$ cat src/rtl/pc_pkg.sv
// Shared types for the program counter with return-address stack.
// Op encoding doubles as priority: a larger value wins when several ops are asserted.
package pc_pkg;

    localparam logic [2:0] PRI_NONE   = 3'd0;
    localparam logic [2:0] PRI_INC    = 3'd1;
    localparam logic [2:0] PRI_BRANCH = 3'd2;
    localparam logic [2:0] PRI_RET    = 3'd3;
    localparam logic [2:0] PRI_CALL   = 3'd4;
    localparam logic [2:0] PRI_LOAD   = 3'd5;

    typedef enum logic [2:0] {
        OP_NONE   = PRI_NONE,
        OP_INC    = PRI_INC,
        OP_BRANCH = PRI_BRANCH,
        OP_RET    = PRI_RET,
        OP_CALL   = PRI_CALL,
        OP_LOAD   = PRI_LOAD
    } pc_op_e;

    // Occupancy counter must represent 0..depth inclusive.
    function automatic int sp_width(input int depth);
        return $clog2(depth + 1);
    endfunction

endpackage

$ cat src/rtl/pc_call_stack_ret_stack.sv
// LIFO of return addresses; caller gates push/pop against full/empty.
// Storage is not reset; only the occupancy counter is.
module ret_stack
    import pc_pkg::*;
#(
    parameter int WIDTH = 16,
    parameter int DEPTH = 8
) (
    input  logic                          clk,
    input  logic                          reset,
    input  logic                          push,
    input  logic                          pop,
    input  logic [WIDTH-1:0]              wdata,
    output logic [WIDTH-1:0]              rdata,
    output logic [sp_width(DEPTH)-1:0]    sp,
    output logic                          full,
    output logic                          empty
);

    localparam int SPW = sp_width(DEPTH);
    localparam int AW  = (DEPTH > 1) ? $clog2(DEPTH) : 1;

    logic [WIDTH-1:0] mem_q [DEPTH];
    logic [SPW-1:0]   sp_q;
    logic [SPW-1:0]   sp_d;
    logic [SPW-1:0]   top_idx;
    logic [AW-1:0]    wr_idx;
    logic [AW-1:0]    rd_idx;

    assign top_idx = sp_q - SPW'(1);
    assign wr_idx  = sp_q[AW-1:0];
    assign rd_idx  = top_idx[AW-1:0];

    assign rdata = mem_q[rd_idx];
    assign sp    = sp_q;
    assign empty = (sp_q == '0);
    assign full  = (sp_q == SPW'(DEPTH));

    always_comb begin
        sp_d = sp_q;
        if (push && !full) begin
            sp_d = sp_q + SPW'(1);
        end else if (pop && !empty) begin
            sp_d = sp_q - SPW'(1);
        end
    end

    always_ff @(posedge clk) begin
        if (reset) begin
            sp_q <= '0;
        end else begin
            sp_q <= sp_d;
        end
    end

    always_ff @(posedge clk) begin
        if (!reset && push && !full) begin
            mem_q[wr_idx] <= wdata;
        end
    end

endmodule

$ cat src/rtl/pc_call_stack.sv
// Fetch-path program counter with load, call/ret, relative branch and increment.
// Define PC_STACK_TRAP_EN to redirect stack faults to TRAP_VEC.
module pc_call_stack
    import pc_pkg::*;
#(
    parameter int               WIDTH     = 16,
    parameter int               DEPTH     = 8,
    parameter logic [WIDTH-1:0] RESET_VEC = 16'h0,
    parameter logic [WIDTH-1:0] TRAP_VEC  = 16'hFFF0
) (
    input  logic                          clk,
    input  logic                          reset,
    input  logic                          load,
    input  logic                          call,
    input  logic                          ret,
    input  logic                          branch,
    input  logic                          inc,
    input  logic [WIDTH-1:0]              in,
    input  logic [WIDTH-1:0]              off,
    output logic [WIDTH-1:0]              out,
    output logic [sp_width(DEPTH)-1:0]    sp,
    output logic                          empty,
    output logic                          full,
    output logic                          ovf,
    output logic                          unf
);

    pc_op_e           op;
    logic [WIDTH-1:0] pc_q,  pc_d;
    logic             ovf_q, ovf_d;
    logic             unf_q, unf_d;
    logic             push;
    logic             pop;
    logic [WIDTH-1:0] ret_addr;
    logic [WIDTH-1:0] pc_plus1;

    assign pc_plus1 = pc_q + WIDTH'(1);

    ret_stack #(
        .WIDTH (WIDTH),
        .DEPTH (DEPTH)
    ) u_ret_stack (
        .clk   (clk),
        .reset (reset),
        .push  (push),
        .pop   (pop),
        .wdata (pc_plus1),
        .rdata (ret_addr),
        .sp    (sp),
        .full  (full),
        .empty (empty)
    );

    always_comb begin
        op = OP_NONE;
        if (load) begin
            op = OP_LOAD;
        end else if (call) begin
            op = OP_CALL;
        end else if (ret) begin
            op = OP_RET;
        end else if (branch) begin
            op = OP_BRANCH;
        end else if (inc) begin
            op = OP_INC;
        end
    end

    always_comb begin
        pc_d  = pc_q;
        ovf_d = ovf_q;
        unf_d = unf_q;
        push  = 1'b0;
        pop   = 1'b0;
        case (op)
            OP_LOAD: pc_d = in;
            OP_CALL: begin
                if (!full) begin
                    push = 1'b1;
                    pc_d = in;
                end else begin
                    ovf_d = 1'b1;
`ifdef PC_STACK_TRAP_EN
                    pc_d  = TRAP_VEC;
`else
                    pc_d  = in;
`endif
                end
            end
            OP_RET: begin
                if (!empty) begin
                    pop  = 1'b1;
                    pc_d = ret_addr;
                end else begin
                    unf_d = 1'b1;
`ifdef PC_STACK_TRAP_EN
                    pc_d  = TRAP_VEC;
`endif
                end
            end
            OP_BRANCH: pc_d = pc_q + off;
            OP_INC:    pc_d = pc_plus1;
            default:   pc_d = pc_q;
        endcase
    end

    always_ff @(posedge clk) begin
        if (reset) begin
            pc_q  <= RESET_VEC;
            ovf_q <= 1'b0;
            unf_q <= 1'b0;
        end else begin
            pc_q  <= pc_d;
            ovf_q <= ovf_d;
            unf_q <= unf_d;
        end
    end

    assign out = pc_q;
    assign ovf = ovf_q;
    assign unf = unf_q;

endmodule

$ cat config.mk
export PLATFORM = sky130hd
export DESIGN_NAME = pc_call_stack
export DESIGN_NICKNAME = d
export VERILOG_FILES = /design/src/rtl/pc_pkg.sv /design/src/rtl/pc_call_stack_ret_stack.sv /design/src/rtl/pc_call_stack.sv
export SDC_FILE = /design/constraint.sdc
export NUM_CORES = 1
export LEC_CHECK = 0
export CAP_MARGIN = 25
export CORE_MARGIN = 1
export CORE_UTILIZATION = 29
export CTS_CLUSTER_SIZE = 12
export DETAILED_ROUTE_END_ITERATION = 16
export PLACE_DENSITY = 0.57
export RECOVER_POWER = 50
export SLEW_MARGIN = 20
export SYNTH_ARGS = -nofsm -noshare
export SYNTH_HDL_FRONTEND = slang
export SYNTH_SLANG_ARGS = --single-unit
$ cat constraint.sdc
create_clock -name clk -period 5.5 [get_ports clk]
set_clock_uncertainty 0.2 [all_clocks]
set_input_delay 0.825 -clock clk [delete_from_list [all_inputs] [get_ports clk]]
set_output_delay 0.825 -clock clk [all_outputs]
set_load 0.005 [all_outputs]
; ---- Yosys cells after proc, flatten, opt, wreduce, memory -nomap -nowiden
; Memories as Yosys holds them, arrays and structs flattened.
; Index checks and enable logic that the tools add are counted.
[word_totals]
regBits = 22
mem_bits_rw = 128
in_bits = 39
out_inout_bits = 24
wordCells = 45
n_memories = 1
[mem_list]
columns = memory, depth, width, rd, rd_clocked_by_memory_dff, wr, line
row1 = u_ret_stack.mem_q, 8, 16, 1, 0, 1, pc_call_stack_ret_stack.sv:23  ; logic [WIDTH-1:0] mem_q [DEPTH];
[classes]
add_sub_neg = 4
eq_ne = 7
n_mux = 15
reduce_logical = 14
[ops]
columns = op, count
row1 = $pmux W16 S4, 1
row2 = $add A16 B1 Y16 const B, 1
row3 = $add A16 B16 Y16, 1
row4 = $mux W16, 1
row5 = $mux W4, 2
row6 = $mux W1, 7
row7 = $eq A3 B2 Y1 const B, 2
row8 = $eq A3 B3 Y1 const B, 2
row9 = $mux W3, 2
row10 = $reduce_and A2 Y1, 3
row11 = $add A4 B1 Y4 const B, 1
row12 = $eq A4 B4 Y1 const B, 1
row13 = $logic_and A1 B1 Y1, 4
row14 = $logic_not A4 Y1, 1
row15 = $mux W2, 2
row16 = $reduce_bool A4 Y1, 1
row17 = $sub A4 B1 Y4 const B, 1
row18 = $eq A3 B1 Y1 const B, 1
row19 = $logic_not A1 Y1, 3
row20 = $ne A2 B2 Y1 const B, 1
row21 = $reduce_bool A2 Y1, 1
row22 = $reduce_or A2 Y1, 1

; ---- Depth between registers and ports, before layout
; Gate-level depths: netlist of the first run.
[depth]
ltp_word = 11
ltp_mapped = 12
mapped_depth_nobuf = 8

; ---- Cells and area by module
; From an unflattened synthesis of the first run, not the netlist that was laid out.
[hier_totals]
hier_cells = 510
area_unflattened_um2 = 7299.5
[modules_own_cells]
columns = mod, n_inst, cells_each, area_each_um2, seq_area_each_um2
row1 = ret_stack, 1, 243, 5251.3, 3923.8
row2 = pc_call_stack, 1, 267, 2048.2, 360.3

; ---- Least setup slack after synthesis of the first run
; No wires, ideal clock.
[synth_path]
path_type = flip-flop to flip-flop
startpoint = register u_ret_stack.sp_q[0] (netlist: u_ret_stack.sp[0])
endpoint = memory u_ret_stack.mem_q[1][0] (enable)
setup_time_ns = 0.409
t_arrival_ns = 3.308
required_ns = 4.891
slack_ns = 1.583
path_stages_with_launch = 10
path_buffers = 2
period_less_slack_ns = 3.917
path_cell_list = dfxtp_1 -> buf_2 -> buf_2 -> inv_1 -> ha_1 -> and3b_1 -> or3b_2 -> nor2_1 -> nand2_1 -> nor3_1
[synth_via]
elab_chain_cells = 7
elab_cells_between_ends = 8
cone_classes = 1 x eq/ne / 4 x mux / 3 x reduce/logical
[synth_rtl]
columns = element, line
row1 = "start, declared", pc_call_stack_ret_stack.sv:24  ; logic [SPW-1:0] sp_q;
row2 = "start signal, assigned", pc_call_stack_ret_stack.sv:52  ; sp_q <= sp_d;
row3 = $eq A4 B4 Y1 (*), pc_call_stack_ret_stack.sv:37  ; assign full = (sp_q == SPW'(DEPTH));
row4 = named net full, pc_call_stack.sv:23  ; output logic full,
row5 = $mux W1, pc_call_stack.sv:78  ; if (!full) begin
row6 = $mux W1, pc_call_stack.sv:75  ; case (op)
row7 = $logic_and A1 B1 Y1, pc_call_stack_ret_stack.sv:57  ; if (!reset && push && !full) begin
row8 = $logic_and A1 B1 Y1 (*), pc_call_stack_ret_stack.sv:57
row9 = $mux W1 (*), pc_call_stack_ret_stack.sv:57
row10 = $mux W1 (not written as such) (*), pc_call_stack_ret_stack.sv:58  ; mem_q[wr_idx] <= wdata;
row11 = "end, declared", pc_call_stack_ret_stack.sv:23
; The timed path passes the listed nets; every way through them passes the cells marked *.

; ---- Worst setup path after layout of the first run
[layout_path]
startpoint = input load
endpoint = register pc_q[5] (netlist: out[5])
[layout_via]
elab_chain_cells = 5
elab_cells_between_ends = 11
cone_classes = 6 x eq/ne / 2 x mux / 3 x reduce/logical
[layout_rtl]
columns = element, line
row1 = "start, declared", pc_call_stack.sv:13  ; input logic load,
row2 = $mux W3 (*), pc_call_stack.sv:56  ; if (load) begin
row3 = $eq A3 B3 Y1, pc_call_stack.sv:75
row4 = $reduce_or A2 Y1 (no source line), -
row5 = $reduce_bool A4 Y1 (no source line), -
row6 = $reduce_and A2 Y1 (no source line), -
row7 = "end signal, assigned", pc_call_stack.sv:113  ; pc_q <= pc_d;
row8 = "end, declared", pc_call_stack.sv:29  ; logic [WIDTH-1:0] pc_q, pc_d;
; Mark *: on every way between the ends. The rest lies on a longest branch, timed or not.
; A chain may end at the register's enable or synchronous reset.

==> key figures, run 1 <==
Critical path
  – Crit path from: load
  – CP startpoint kind: primary input
  – Crit Path Max Fanout: 16
  – WS Path Type: in2reg
  – Worst EP required: 5.65 ns
  – Worst stage delay on the critical path: 0.65 ns
  – Crit-path slowest cell: dlygate4sd3_1
  – Crit path capture type: flip-flop
  – Worst EP arrival: 3.69 ns
  – Buf/Inv on CP: 2
  – R2R Path Start: u_ret_stack.sp[1]
  – Cell mode on critical path: a21oi_1
  – CP Cell Sequence: dlygate4sd3_1, nor2_1, clkbuf_1, nand2_1, a21oi_1, a2111oi_0, a21oi_1
  – CP top delay family: buffers and inverters

Floorplan
  – Rows: 56
  – Die ar.: 0.0251 mm^2
  – Core Footprint: 0.0238 mm^2
  – Die X: 159 um
  – Initial Util: 0.299
  – Io pins: 63
  – Die span in y: 159 um

Global route
  – Remaining Overflow, GRT: 0
  – Total track usage: 0.161
  – Global-route wire length before repair: 29000 um
  – Largest net degree at the start of global routing: 37
  – Number of global-route vias before repair: 4840
  – Initial antenna violation count: 0

Placed design
  – Placer Congestion: 0.920
  – Cells after DPL: 886
  – Port bufs: 62
  – Cell area after placement: 0.00815 mm^2
  – Hpwl dp: 13300 um

Clock tree
  – Number of H-tree levels: 4
  – CTS tree: built
  – TritonCTS buffer count: 17
  – Hold_buf cts: 0
  – CTS root buf: clkbuf_16
  – Worst skew pair latency: 0.42 ns
  – Worst-case clock buffer depth: 2
  – Clk sinks: 150
  – Post-cts sizing count: 0
  – Clk slew on worst S/H paths: 0.07 ns
  – Post-CTS Setup Inserts: 0

Yosys
  – Synth Area per Inst: 14.0 um^2
  – Most common cell in the netlist: edfxtp_1
  – Synth top cells by count: 128 x edfxtp_1, 37 x nand2_1, 37 x nor2_1, 32 x mux4_2, 23 x a21oi_1
  – Cells after Synth: 507
  – Synth Warn #: 0
  – Area leader, netlist: edfxtp_1
  – Synth top area share: 0.541
  – Top post-synthesis cells by area: edfxtp_1 54%, mux4_2 10%, dfxtp_1 6.2%, ha_1 3.2%, nand2_1 2.0%
  – Post-synth top flop: edfxtp_1
  – Mapped Area: 0.00711 mm^2
  – Number of flops mapped to enable cells by yosys: 128
  – Net count after synthesis: 565
  – Sequential cell area fraction in the yosys report: 0.602
  – #FFs+latches synth: 150
  – Share of synthesized registers carrying an async set or reset: 0
  – Count of cell types in the netlist: 65

Timing
  – Endpoints failing hold: 0
  – Least-Margin Pin Slew: 0.942 ns
  – Endpoints failing setup: 0
  – TNS Setup: 0 ns
  – Max Slew Vio Count: 0
  – Worst hold slack: 0.276 ns
  – Final period util: 0.643
  – Worst slew margin: 0.367
  – RSZ-0062 raised after global routing: false
  – Minimum clock period: 3.54 ns
  – Fmax: 0.283 GHz

Drt
  – Routed WL per cell: 20.7 um
  – First drt pass iteration count: 5
  – DRC: 0
  – Post-route ant nets: 0
  – Via-to-Cell Ratio: 5.20
  – First DRT Iteration DRCs: 444
  – Drt total wl: 19000 um
  – Via count: 4777

Status
  – Status: finished, final reports clean

Final layout
  – Synth-to-layout area growth: 21.9%
  – Util after Layout: 0.365
  – Post-Layout Inst Area: 0.00867 mm^2
  – N_diodes: 0
  – Fin cells: 918
  – Share of layout cells above drive strength 1: 0.147
  – Net count, final: 644

Min path
  – Worst Min Path Start: ovf
  – Min-Delay Path Class: reg2reg

Power
  – Leak Pwr: 2.98 nW
  – Power density over the cells: 324 mW/mm^2
  – Maximum vdd drop: 0.000223 V

Flow run
  – Max cap viols: 0
worst paths after layout:
path	slack [ns]	cells past startpoint	endpoint
worst max-delay path	1.96	7	out[5]
worst min-delay path	0.28	2	ovf
worst max register to register	2.14	8	out[5]
worst min register to register	0.28	2	ovf
cell type report:
cell class | count | area (um^2)
multi-input combinational | 329 | 2680
inverter | 9 | 33.8
clock buffer | 19 | 433
fill | 2228 | 15100
sequential | 150 | 4290
tap | 319 | 399
timing repair buffer | 79 | 744
clock inverter | 13 | 97.6
state kept, by name (all words and copies together), names as in the netlist:
signal	count
out	16
unf	1
ovf	1
u_ret_stack.mem_q	128
u_ret_stack.sp	4
placed cells by master (no fill, tap or decap), types with 5 or more instances in the layout:
master and n:
ha_1 18, a21o_1 9, and3_1 6, dfxtp_1 21, nand3_1 19, buf_4 16
xor2_1 10, edfxtp_1 128, nor2_1 37, nand2_1 37, mux4_2 32, xnor2_1 14
clkbuf_16 17, o221ai_1 5, o211ai_1 6, a21oi_1 23, or3_1 6, clkdlybuf4s50_1 41
o21ai_0 22, inv_1 9, nor3_1 10, mux2i_1 5, a211oi_1 7, dlygate4sd3_1 21
stage by stage:
| step | setup WS, ns | total power [mW] |
|---|---|---|
| detailed placement | 1.79 | 1.79 |
| global placement | 1.81 | 1.79 |
| finish | 1.96 | 2.81 |
| global route | 1.78 | 2.92 |
| floorplan | 1.58 | 1.61 |
| CTS | 2.08 | 2.84 |
kinds of logic after synthesis:
| logic type | Yosys count | share of synthesized area |
|---|---|---|
| flops | 150 | 0.602 |
| simple gates | 141 | 0.0989 |
| compound gates | 108 | 0.105 |
| mux | 37 | 0.108 |
| buf+inv | 28 | 0.0211 |
| xor+xnor | 24 | 0.0296 |
| fa+ha+maj | 19 | 0.0345 |
power breakdown:
group          internal (mW)  total (mW)  switching [mW]  leakage, nW
clock                  0.582        1.05           0.467        0.261
combinational          0.202       0.458           0.256         1.37
sequential              1.27        1.30          0.0295         1.35
per-layer routing:
layer / global-route usage / vias to the layer above / part of all wire
li1: - / 2193 / -
met1: 0.216 / 2368 / 0.44
met2: 0.250 / 187 / 0.47
met3: 0.0340 / 29 / 0.065
met4: 0.0687 / 0 / 0.023
met5: 0 / - / 0
worst register-to-register path, delay by kind of cell, from the launching register on:
| kind | cells | cell delay, ns |
|---|---|---|
| adders and majority gates | 1 | 0.61 |
| AOI/OAI and AO/OA | 3 | 0.88 |
| and+or+nand+nor | 1 | 0.08 |
| DFF | 1 | 0.50 |
| buffers and inverters | 2 | 0.56 |
| muxes | 1 | 0.39 |
No activity file was read; power rests on OpenSTA's default activity.
==> run 2, diff against run 1 <==
==> constraint.sdc (replaced) <==
create_clock -name clk -period 3.3 [get_ports clk]
set_clock_uncertainty 0.2 [all_clocks]
set_input_delay 0.495 -clock clk [delete_from_list [all_inputs] [get_ports clk]]
set_output_delay 0.495 -clock clk [all_outputs]
set_load 0.005 [all_outputs]
==> run 2 against run 1 <==
Compared with the run above: final area up 2.4%; clock power up 75%; sequential cell count unchanged; sequential share of layout area down 1.2 points; core utilization up 0.87 points; highest routed layer unchanged.
==> key figures, run 2 (same netlist as run 1, synthesis figures left out) <==
Global route
  – Largest net degree at the start of global routing: 37 (unchanged)
  – Number of global-route vias before repair: 4908 (was 4840)
  – Remaining Overflow, GRT: 0 (unchanged)
  – Global-route wire length before repair: 28400 um (was 29000 um)
  – Initial antenna violation count: 0 (unchanged)
  – Total track usage: 0.156 (was 0.161)

Flow run
  – Max cap viols: 0 (unchanged)

Timing
  – RSZ-0062 raised after global routing: false (unchanged)
  – Minimum clock period: 2.90 ns
  – Final period util: 0.878
  – Worst hold slack: 0.269 ns (was 0.276 ns)
  – Least-Margin Pin Slew: 0.901 ns (was 0.942 ns)
  – Fmax: 0.345 GHz
  – Max Slew Vio Count: 0 (unchanged)
  – Endpoints failing hold: 0 (unchanged)
  – Endpoints failing setup: 0 (unchanged)
  – Worst slew margin: 0.395 (was 0.367)

Status
  – Status: finished, final reports clean (unchanged)

Final layout
  – Share of layout cells above drive strength 1: 0.176 (was 0.147)
  – N_diodes: 0 (unchanged)
  – Largest register FFs: 128 (unchanged)
  – Synth-to-layout area growth: 24.8% (was 21.9%)
  – Net count, final: 670 (was 644)
  – Util after Layout: 0.374 (was 0.365)
  – Most flops, register: u_ret_stack.mem_q (unchanged)
  – Most common cell after layout, fill and taps aside: edfxtp_1 (unchanged)
  – Commonest non-fill, non-tap cells in the layout: 128 x edfxtp_1, 42 x clkdlybuf4s50_1, 37 x nand2_1 (was 128 x edfxtp_1, 41 x clkdlybuf4s50_1, 37 x nand2_1, 37 x nor2_1, 32 x mux4_2)
  – Fin cells: 944 (was 918)

Floorplan
  – Core Footprint: 0.0238 mm^2 (unchanged)
  – Io pins: 63 (unchanged)
  – Die span in y: 159 um (unchanged)
  – Die ar.: 0.0251 mm^2 (unchanged)
  – Rows: 56 (unchanged)
  – Die X: 159 um (unchanged)
  – Initial Util: 0.299 (unchanged)

Clock tree
  – Worst-case clock buffer depth: 2 (unchanged)
  – Clk sinks: 150 (unchanged)
  – Worst skew pair latency: 0.42 ns (about the same)
  – TritonCTS buffer count: 17 (unchanged)
  – Hold_buf cts: 0 (unchanged)
  – Post-cts sizing count: 0 (unchanged)
  – CTS root buf: clkbuf_16 (unchanged)
  – Post-CTS Setup Inserts: 0 (unchanged)
  – CTS tree: built (unchanged)
  – Clk slew on worst S/H paths: 0.07 ns (about the same)
  – Number of H-tree levels: 4 (unchanged)

Drt
  – Routed WL per cell: 19.9 um (was 20.7 um)
  – Via count: 4822 (was 4777)
  – Via-to-Cell Ratio: 5.11 (was 5.20)
  – Post-route ant nets: 0 (unchanged)
  – First drt pass iteration count: 5 (unchanged)
  – DRC: 0 (unchanged)
  – Drt total wl: 18700 um (was 19000 um)
  – First DRT Iteration DRCs: 305 (was 444)

Critical path
  – Crit Path Max Fanout: 36 (was 16)
  – R2R Setup Slk: 0.40 ns (was 2.14 ns)
  – Worst EP required: 3.38 ns (was 5.65 ns)
  – CP startpoint kind: flip-flop (was primary input)
  – Crit path capture type: flip-flop (unchanged)
  – Worst EP arrival: 2.97 ns (was 3.69 ns)
  – WS Path Type: reg2reg (was in2reg)

Placed design
  – Cells after DPL: 912 (was 886)
  – Port bufs: 62 (unchanged)
  – Hpwl dp: 13600 um (was 13300 um)
  – Placer Congestion: 0.869 (was 0.920)

Min path
  – Min-Delay Path Class: reg2reg (unchanged)

Power
  – Power density over the cells: 541 mW/mm^2 (was 324 mW/mm^2)
  – Maximum vdd drop: 0.000367 V (was 0.000223 V)
  – Leak Pwr: 3.09 nW (was 2.98 nW)
[run 2: changes by cell type in the layout (fill, tap and decap cells not counted), moves of 3 or more]
cell,delta
clkbuf_1,+5
buf_4,+19
clkinvlp_4,+4
clkinv_4,-3
[run 2: worst max-delay path: stages, from the launching register on]
cell	delay, ns
dfxtp_1	0.33
buf_4	0.57
mux4_2	0.59
nand2_1	0.10
a21oi_1	0.07
a2111oi_0	0.72
a211oi_1	0.17
[run 2: path summary, 6_finish.rpt]
check	startpoint	end	cells past startpoint
min	ovf	ovf	2
max reg2reg	u_ret_stack.sp[0]	out[4]	6
max	u_ret_stack.sp[0]	out[4]	6
min reg2reg	ovf	ovf	2
[run 2: area by class of cell]
type / count / area, um^2
Clock buffer: 17 / 425
Clock inverter: 15 / 143
Fill cell: 2229 / 14900
Inverter: 9 / 33.8
Multi-Input combinational cell: 329 / 2680
Sequential cell: 150 / 4280
Tap cell: 319 / 399
Timing Repair Buffer: 105 / 913
[run 2: metrics by stage]
stage                     cell area, um^2  total power, mW  TNS, ns  worst slack, ns
after floorplan                      7120             2.68   -19.23           -0.191
after global placement               8350             3.00        0            0.103
after detailed placement             8350             3.01        0            0.111
after CTS                            8920             4.87        0            0.391
after global routing                 8880             4.98        0            0.282
final                                8880             4.80        0            0.402
[run 2: metal layers]
metal	GRT usage	wire length (um)	vias to the layer above
li1	-	-	2240
met1	0.208	8600	2406
met2	0.253	8890	155
met3	0.0302	970	21
met4	0.0554	283	0
met5	0	0	-
[run 2: report_power, final]
part	internal, mW	switching (mW)
Combinational	0.357	0.431
Sequential	2.12	0.0466
Clock	1.05	0.791
Total	3.53	1.27
==> run 3, diff against run 2 <==
--- a/config.mk
+++ b/config.mk
@@ -12,7 +12,6 @@
 export DETAILED_ROUTE_END_ITERATION = 16
 export PLACE_DENSITY = 0.57
 export RECOVER_POWER = 50
-export SLEW_MARGIN = 20
 export SYNTH_ARGS = -nofsm -noshare
 export SYNTH_HDL_FRONTEND = slang
 export SYNTH_SLANG_ARGS = --single-unit
==> results of run 3 <==
Final layout, timing and power as in run 2 (identical DEF).
